--- config.mk ---
export PLATFORM = sky130hd
export DESIGN_NAME = param_universal_shift_register
export DESIGN_NICKNAME = d
export VERILOG_FILES = /design/src/rtl/param_universal_shift_register.sv
export SDC_FILE = /design/constraint.sdc
export NUM_CORES = 1
export LEC_CHECK = 0
export BUFFER_PORTS_ARGS = -buffer_cell sky130_fd_sc_hd__buf_4
export CAP_MARGIN = 40
export CORE_MARGIN = 4
export CORE_UTILIZATION = 35
export DETAILED_ROUTE_END_ITERATION = 10
export PLACE_DENSITY = 0.55
export SLEW_MARGIN = 5
export SYNTH_ARGS = -nofsm -noshare
export SYNTH_HDL_FRONTEND = slang
export SYNTH_SLANG_ARGS = --single-unit
--- constraint.sdc ---
create_clock -name clk -period 3.06 [get_ports clk]
set_input_delay 0.153 -clock clk [delete_from_list [all_inputs] [get_ports clk]]
set_output_delay 0.153 -clock clk [all_outputs]
set_load 0.005 [all_outputs]
--- src/rtl/param_universal_shift_register.sv ---
// Parametrised universal shift register: barrel shift/rotate/load plus an autonomous LSB-first serialiser.
// Latency: every operation completes in one clock; a burst occupies WIDTH busy cycles, then a one-cycle done pulse.
// Backpressure: none; en/mode/shamt/d are ignored while busy, and a new burst may start in the done cycle.
module param_universal_shift_register #(
  parameter int WIDTH = 8,
  localparam int SHW = $clog2(WIDTH)
) (
  input  logic             clk,
  input  logic             rst,
  input  logic             en,
  input  logic [2:0]       mode,
  input  logic [SHW-1:0]   shamt,
  input  logic [WIDTH-1:0] d,
  input  logic             sin_lsb,
  input  logic             sin_msb,
  output logic [WIDTH-1:0] q,
  output logic             sout_lsb,
  output logic             sout_msb,
  output logic             busy,
  output logic             done,
  output logic             zero
);

  // The bit counter has to hold the value WIDTH itself, hence one extra bit.
  localparam int CW = SHW + 1;
  localparam logic [CW-1:0]    CNT_FIRST = CW'(1);
  localparam logic [CW-1:0]    CNT_LAST  = CW'(WIDTH);
  localparam logic [WIDTH-1:0] ONES      = '1;

  typedef enum logic [2:0] {
    MODE_HOLD  = 3'b000,
    MODE_SHL   = 3'b001,
    MODE_SHR   = 3'b010,
    MODE_LOAD  = 3'b011,
    MODE_ROL   = 3'b100,
    MODE_ROR   = 3'b101,
    MODE_ASR   = 3'b110,
    MODE_BURST = 3'b111
  } mode_e;

  typedef enum logic {
    ST_IDLE  = 1'b0,
    ST_BURST = 1'b1
  } state_e;

  state_e           state_q, state_d;
  logic [WIDTH-1:0] q_q, q_d;
  logic [CW-1:0]    cnt_q, cnt_d;
  logic             done_q, done_d;

  // Complementary amount (WIDTH - shamt) mod WIDTH; WIDTH is a power of two so wrap-around does it.
  logic [SHW-1:0]   inv_shamt;
  logic [WIDTH-1:0] shl_res;
  logic [WIDTH-1:0] shr_res;
  logic [WIDTH-1:0] asr_res;
  logic [WIDTH-1:0] rol_res;
  logic [WIDTH-1:0] ror_res;

  // Single-cycle barrel results for every shift/rotate mode; shamt=0 falls out as identity.
  always_comb begin
    inv_shamt = {SHW{1'b0}} - shamt;
    shl_res   = (q_q << shamt) | (sin_lsb  ? ~(ONES << shamt) : '0);
    shr_res   = (q_q >> shamt) | (sin_msb  ? ~(ONES >> shamt) : '0);
    asr_res   = (q_q >> shamt) | (q_q[WIDTH-1] ? ~(ONES >> shamt) : '0);
    rol_res   = (q_q << shamt) | (q_q >> inv_shamt);
    ror_res   = (q_q >> shamt) | (q_q << inv_shamt);
  end

  // Next-state: idle applies the selected op when enabled; burst shifts right and counts WIDTH edges.
  always_comb begin
    state_d = state_q;
    q_d     = q_q;
    cnt_d   = cnt_q;
    done_d  = 1'b0;
    case (state_q)
      ST_IDLE: begin
        if (en) begin
          case (mode_e'(mode))
            MODE_HOLD:  q_d = q_q;
            MODE_SHL:   q_d = shl_res;
            MODE_SHR:   q_d = shr_res;
            MODE_LOAD:  q_d = d;
            MODE_ROL:   q_d = rol_res;
            MODE_ROR:   q_d = ror_res;
            MODE_ASR:   q_d = asr_res;
            MODE_BURST: begin
              q_d     = d;
              state_d = ST_BURST;
              cnt_d   = CNT_FIRST;
            end
            default:    q_d = q_q;
          endcase
        end
      end
      ST_BURST: begin
        q_d = {sin_msb, q_q[WIDTH-1:1]};
        if (cnt_q == CNT_LAST) begin
          state_d = ST_IDLE;
          done_d  = 1'b1;
          cnt_d   = '0;
        end else begin
          cnt_d = cnt_q + CNT_FIRST;
        end
      end
      default: begin
        state_d = ST_IDLE;
      end
    endcase
  end

  // State register; synchronous reset aborts any burst without a done pulse.
  always_ff @(posedge clk) begin
    if (rst) begin
      state_q <= ST_IDLE;
      q_q     <= '0;
      cnt_q   <= '0;
      done_q  <= 1'b0;
    end else begin
      state_q <= state_d;
      q_q     <= q_d;
      cnt_q   <= cnt_d;
      done_q  <= done_d;
    end
  end

  // Outputs depend only on registered state.
  assign q        = q_q;
  assign sout_lsb = q_q[0];
  assign sout_msb = q_q[WIDTH-1];
  assign busy     = (state_q == ST_BURST);
  assign done     = done_q;
  assign zero     = (q_q == '0);

endmodule

# Word level (Yosys, flattened, before mapping)
# Index checks and enable logic that the tools add are counted.
[totals]
ff_bits = 14
in_bits = 19
[op_classes]
addsub = 2
eq_ne = 11
n_shift = 6
n_mux = 15
bitwise_logic = 8
n_reduce_logical = 6
[op_table]
columns = ["op", "count"]
rows = [
  ["$pmux 8 s6", 1],
  ["$or 8x8->8", 5],
  ["$mux 8", 4],
  ["$not 8->8", 2],
  ["$pmux 8 s2", 1],
  ["$shl 8x3->8", 2],
  ["$shr 8x3->8", 2],
  ["$eq 3x3->1 const B", 4],
  ["$mux 4", 3],
  ["$logic_not 8->1", 1],
  ["$pmux 4 s2", 1],
  ["$shl 8x3->8 const A", 1],
  ["$shr 8x3->8 const A", 1],
  ["$eq 3x2->1 const B", 2],
  ["$add 4x1->4 const B", 1],
  ["$eq 4x4->1 const B", 1],
  ["$mux 1", 4],
  ["$ne 2x2->1 const B", 2],
  ["$reduce_and 2->1", 2],
  ["$reduce_or 2->1", 2],
  ["$eq 3x1->1 const B", 1],
  ["$logic_not 3->1", 1],
  ["$sub 1x3->3 const A", 1],
  ["$ne 2x1->1 const B", 1],
  ["other kinds (2)", 2],
]

# Depth between registers and ports, before layout
# Gate-level depths: netlist (run 1).
[logic_depth]
ltp_word = 7
ltp_mapped = 13
mapped_depth_nobuf = 9

# Worst setup path before layout (run 1)
# No wires, ideal clock.
[synth_path]
path_kind = "input port to flip-flop"
startpoint = "input shamt[0]"
endpoint = "register q_q[6] (netlist: q[6])"
setup_ns = 0.091
arrival_ns = 2.633
required_ns = 2.969
path_slack_ns = 0.336
stages = 12
cell_sequence = "buf_2 buf_2 buf_2 inv_1 ha_1 inv_1 ha_1 clkbuf_1 or4_1 a221oi_2 o32ai_1 a311oi_1"
[synth_via]
elab_chain_cells = 7
[synth_lines]
columns = ["item", "line_no", "text"]
rows = [
  ["from (decl)", "12", "input logic [SHW-1:0] shamt,"],
  ["branches (longest 4 deep; another with $sub 1x3->3)", "--", ""],
  ["$pmux 8 s6 *", "78", "case (mode_e'(mode))"],
  ["$mux 8 *", "77", "if (en) begin"],
  ["$pmux 8 s2 *", "75", "case (state_q)"],
  ["to (signal assigned)", "120", "q_q <= q_d;"],
  ["to (decl)", "47", "logic [WIDTH-1:0] q_q, q_d;"],
]
# Every way passes the cells marked *. The select of a mux whose other input is x is not followed.
# A chain may end at the register's enable or synchronous reset.

# Worst setup path in the final report (run 1)
[layout_path]
startpoint = "input shamt[1]"
endpoint = "register q_q[7] (netlist: q[7])"
# Same word-level chain as after synthesis.

==> results of run 1 <==
==> registers in the layout, summed over array words and instances, names as in the netlist <==
| signal | flops |
|---|---|
| q | 8 |
| cnt_q | 4 |
| busy | 1 |
| done | 1 |
==> cells in the mapped netlist, drive strengths merged (4+ instances only) <==
library cell	count
nor2b	4
mux2	5
clkbuf	22
a211o	4
dfxtp	14
mux2i	10
a31oi	5
inv	17
a21oi	19
o22ai	5
o21ai	18
nor2	17
mux4	16
ha	6
nand2	13
a221oi	5
buf	10
==> kinds of logic (layout without fill, tap and decap cells) <==
logic type                 Yosys count  after routing  share of synthesized area (%)
adders and majority gates            6              6                           3.65
DFF                                 14             14                           13.6
and+or+nand+nor                     64             64                           16.9
muxes                               31             31                           25.1
AOI/OAI and AO/OA                   92             92                           31.0
buffers and inverters               49             57                           9.68
==> critical path: stages <==
cell,delay [ps]
buf_4,250
inv_1,160
ha_1,300
buf_4,260
mux4_2,560
mux2i_1,150
nor2_1,50
o21ai_0,350
a21oi_1,140
==> routing by layer <==
metal / wire, µm / GRT usage, % / share of wire [%]
met2: 3050 / 28.7 / 43
met4: 257 / 6.91 / 3.6
met3: 702 / 4.81 / 10
met5: 0 / 0 / 0
met1: 3030 / 26.7 / 43
==> worst max-delay path by stage <==
stage,from,end,slack [ps],cells past startpoint
after global routing,shamt[1],q[4],560,9
after CTS,shamt[1],q[4],830,9
after detailed placement,shamt[1],q[4],570,9
after global placement,shamt[1],q[4],610,9
final,shamt[1],q[7],800,9
after floorplan,shamt[0],q[6],340,12
==> where the power goes <==
group | switching, mW | leakage [nW] | internal [mW]
clock network | 0.0735 | 0.0288 | 0.114
registers | 0.0509 | 0.115 | 0.195
logic | 0.177 | 0.779 | 0.172
total | 0.301 | 0.922 | 0.481
==> per-stage QoR <==
step                      instance area [µm²]  power, mW
after detailed placement                 2280      0.591
final                                    2340      0.782
after CTS                                2340      0.781
after global placement                   2280      0.597
after floorplan                          2060      0.473
after global routing                     2340      0.823
==> layout make-up <==
class	count	area [µm²]
sequential	14	280
tap	72	90.1
multi-input combinational	193	1580
inverter	17	63.8
clock buffer	4	55.1
timing repair buffer	36	270
fill	591	3270
==> summary.txt, run 1 <==
Worst setup path
  – Crit Path Max Fanout: 20
  – Worst Reg2Reg Path Length in Cells: 5
  – Critical path required time: between 3000 and 4000 ps
  – Worst path arrival time: 2380 ps
  – Startpoint types: input port
  – CP Capture Type: flip-flop
  – WS Path Type: in2reg
  – Reg2reg end: q[6]
  – Origin of the critical flop-to-flop path: q[6]
  – Reg2Reg Setup Slack: 810 ps

Synthesis
  – Syn nets: 281
  – Area contributors post-synth: mux4_2, dfxtp_1, mux2i_1
  – Biggest area consumer among synthesized cells: mux4_2
  – Sequential share of the synthesized area: between 10% and 20%
  – Post-Syn Area: 2060 µm²
  – Number of synthesized flops with an enable pin: 0
  – Synth warn: 0
  – Yosys top cell area share: 17.5%
  – Async set-reset flop share out of synthesis: 0%
  – Gate count of the mapped netlist: approximately 260
  – Synth Flop Type: dfxtp_1
  – Yosys cell types: 55
  – Syn_area_per_cell: between 8 and 9 µm²
  – Yosys reg bits: 14

Layout
  – Fin nets: 290
  – Inserted Diodes: 0
  – Most frequent cells in the layout: buf_4, a21oi_1, o21ai_0, inv_1, nor2_1
  – Fin cells: approximately 340
  – Core Util, Final: approximately two fifths
  – Synth-to-layout area growth: 13.6%
  – Share of cells above drive strength 1: between 20% and 30%
  – Commonest non-fill, non-tap cell in the layout: buf_4

Clock network
  – Root Driver: clkbuf_8
  – CTS Buffer Depth: 2
  – H-tree depth: 1
  – Post-CTS Hold Fix Bufs: 0
  – Reg clk slew, reported paths: 60 ps
  – CTS tree: yes
  – Clk_lat worst skew: ~250 ps
  – Clk sinks: 14
  – Setup Fix Bufs, Post-CTS: 0
  – Resize count post-CTS: 0
  – CTS Buf Count: 3

Floorplan
  – Die W: 84.6 µm
  – Starting Density: 36.7%
  – Ports: 32
  – Core footprint: roughly 5600 µm²
  – Num rows: 27
  – Die area: between 7000 and 8000 µm²
  – Die height: ~85 µm

Timing
  – Period utilization: between 70% and 80%
  – Hold Violations, Final: 0
  – Max_slew headroom: between 40 and 50%
  – Setup tns final: 0 ps
  – Final Worst Setup Slack: between 700 and 800 ps
  – Fmax: 442 MHz
  – Worst-margin pin slew: about 750 ps
  – Final Max Tran Viols: 0
  – Fin Hold WS: 197 ps
  – Min Tclk post-route: ~2300 ps
  – RSZ-0062 raised after global routing: false
  – Clk_skew: around 3.7 ps
  – # setup viols final: 0

Placement
  – Dpl ws: roughly 570 ps
  – Port-buffer cells: 31
  – Dpl hpwl: roughly 5000 µm
  – Gp weighted congestion: between 0.9 and 1
  – Inst Count DP: about 330

Global routing
  – GR Overflow Total: 0
  – Initial antenna violation count: 0
  – Largest net degree at the start of global routing: 35
  – Vias in the first global route: between 2000 and 2500
  – Global-route wire length before repair: about 11000 µm
  – Gr usage total: 19.2%

Hold path
  – Hold Crit Depth: 2
  – Hold Crit Class: in2reg
  – Hold Path End: q[0]
  – Hold path start: rst

Detailed routing
  – DRT Wirelength: about 7000 µm
  – DRT iter0 DRCs: 318
  – Routed len/inst: 21.0 µm
  – Post-DRT Antenna Nets: 0
  – Routed vias/inst: approximately 6.6
  – Drt pass-1 iters: 6
  – Via Count: approximately 2200
  – DRC: 0

Power
  – PD cells: roughly 330 nW/µm²
  – Worst VDD drop: roughly 0.24 mV
  – Static Leakage: 0.922 nW

Job
  – Max cap viols: 0

Outcome
  – Status: finished clean
Power figures use the tool's default switching activity.
==> inputs of run 2 (changes only) <==
--- a/config.mk
+++ b/config.mk
@@ -10,7 +10,7 @@
 export CORE_MARGIN = 4
 export CORE_UTILIZATION = 35
 export DETAILED_ROUTE_END_ITERATION = 10
-export PLACE_DENSITY = 0.55
+export PLACE_DENSITY = 0.57
 export SLEW_MARGIN = 5
 export SYNTH_ARGS = -nofsm -noshare
 export SYNTH_HDL_FRONTEND = slang
==> constraint.sdc (replaced) <==
create_clock -name clk -period 1.9 [get_ports clk]
set_input_delay 0.095 -clock clk [delete_from_list [all_inputs] [get_ports clk]]
set_output_delay 0.095 -clock clk [all_outputs]
set_load 0.005 [all_outputs]
==> summary.txt, run 2 (synthesized netlist as in run 1, its figures left out) <==
Power
  – Static Leakage: 1.16 nW
  – PD cells: about 520 nW/µm²
  – Worst VDD drop: roughly 0.24 mV

Detailed routing
  – DR WL met3: 810 µm
  – WL met1: roughly 3200 µm
  – Met2 routed wirelength: around 3700 µm
  – Drt pass-1 iters: 6
  – Uppermost routed layer: met4
  – DRT iter0 DRCs: around 370
  – DRT Wirelength: 7930 µm
  – Via Count: ~2400
  – Post-DRT Antenna Nets: 0
  – DRC: 0
  – Routed vias/inst: between 6 and 7
  – Routed len/inst: approximately 21 µm

Clock network
  – CTS Buf Count: 3
  – Setup Fix Bufs, Post-CTS: 0
  – Clk_lat worst skew: between 200 and 300 ps
  – Post-CTS Hold Fix Bufs: 0
  – Clk sinks: 14
  – H-tree depth: 1
  – CTS tree: yes
  – Reg clk slew, reported paths: ~70 ps
  – Root Driver: clkbuf_8
  – CTS Buffer Depth: 2

Timing
  – Hold Violations, Final: 0
  – Setup tns final: 0 ps
  – Clk_skew: about 1.3 ps
  – Worst-margin pin slew: about 520 ps
  – Fin Hold WS: 138 ps
  – Final Max Tran Viols: 0
  – Fmax: between 500 and 600 MHz
  – # setup viols final: 0
  – Final Worst Setup Slack: about 79 ps
  – Min Tclk post-route: 1820 ps
  – Max_slew headroom: approximately 65%
  – Period utilization: around 96%
  – RSZ-0062 raised after global routing: true

Worst setup path
  – Worst Reg2Reg Path Length in Cells: 6
  – Worst path max stage delay: ~470 ps
  – Startpoint types: flip-flop
  – CP Capture Type: output pin
  – Crit path buf inv count: 3
  – CP top delay family: simple AND/OR/NAND/NOR gates
  – Cell mode on critical path: buf_4
  – Origin of the critical flop-to-flop path: q[2]
  – Critical path required time: ~1800 ps
  – Crit-path cells: buf_4 -> buf_4 -> or4_1 -> nor2_1 -> buf_4
  – CP startpoint: q[2]
  – Crit Path Max Fanout: 7
  – Slowest-stage cell, CP: or4_1
  – Levels on crit path: 5
  – Worst path arrival time: approximately 1700 ps
  – WS Path Type: reg2out

Layout
  – Fin nets: ~330
  – Share of cells above drive strength 1: between 30% and 40%
  – Fin cells: about 380
  – Commonest non-fill, non-tap cell in the layout: buf_4
  – Largest register FFs: 8
  – Inserted Diodes: 0
  – Most frequent cells in the layout: buf_4, a21oi_1, o21ai_0, nor2_1, mux4_2
  – Fill cell count: 556
  – Synth-to-layout area growth: 35.1%

Floorplan
  – Die height: 84.6 µm
  – Die area: roughly 7200 µm²
  – Core footprint: approximately 5600 µm²
  – Die W: between 80 and 90 µm
  – Starting Density: 36.7%
  – Num rows: 27
  – Ports: 32

Global routing
  – Largest net degree at the start of global routing: 35
  – Global-route wire length before repair: roughly 13000 µm
  – Vias in the first global route: 2293
  – GR Overflow Total: 0
  – Gr usage total: between 20% and 30%
  – Initial antenna violation count: 0

Hold path
  – Hold Crit Class: in2reg
  – Hold path start: rst
  – Hold Crit Depth: 2

Outcome
  – Status: finished clean

Job
  – Max cap viols: 0

Placement
  – Inst Count DP: roughly 370
  – Gp weighted congestion: between 0.9 and 1
  – Dpl ws: -64.9 ps
  – Port-buffer cells: 31
  – Dpl hpwl: 6030 µm
==> run 2: cell types whose count changed in the layout (fill, tap and decap cells not counted), moves of 2 or more <==
cell	previous run	this run
buf_12	0	4
buf_4	36	74
dfxtp_1	14	7
dfxtp_2	0	6
ha_1	6	4
ha_4	0	2
inv_1	17	14
==> run 2: where the power goes <==
| part | internal [mW] | switching [mW] |
|---|---|---|
| combinational | 0.396 | 0.363 |
| clock | 0.184 | 0.123 |
| sequential | 0.317 | 0.0502 |
==> run 2: timing repair <==
item | in CTS | in global routing
pin swaps | 0 | 2
endpoints found under the hold margin | 0 | 0
endpoints found under the setup margin | 1 | 4
cloned | 0 | 0
gates resized for setup | 1 | 10
==> run 2: final cells by class <==
type | count | area [µm²] | share of cell area (%)
multi-input combinational | 193 | 1630 | 58.7
timing repair buffer | 78 | 636 | 22.9
sequential | 14 | 292 | 10.5
tap | 72 | 90.1 | 3.24
inverter | 17 | 73.8 | 2.66
clock buffer | 4 | 55.1 | 1.98
==> run 2: through the flow <==
stage / instance area, µm² / utilization, % / power, mW
6_report: 2780 / 49.5 / 1.43
5_1_grt: 2780 / 49.5 / 1.50
3_5_place_dp: 2690 / 47.9 / 1.10
3_3_place_gp: 2690 / 47.9 / 1.10
4_1_cts: 2740 / 48.9 / 1.41
2_1_floorplan: 2160 / - / 0.793
==> run 2: per-layer routing <==
metal  up-vias  GRT usage (%)
li1       1090              -
met1      1134           30.4
met2       158           35.5
met3        26           3.34
met4         0           6.91
met5         -              0
==> run 2: final timing paths <==
| kind | to | slack (ps) |
|---|---|---|
| setup reg to reg | q[0] | 80 |
| setup / recovery | zero | 80 |
| hold reg to reg | done | 540 |
| hold / removal | q[0] | 140 |
==> run 2: worst register-to-register path, cell delays in order, from the launching register on <==
cell and delay, ps:
dfxtp_1 370, buf_4 190, mux4_2 450, mux2_2 280, a211o_1 290, nand3_1 80, a21oi_1 60
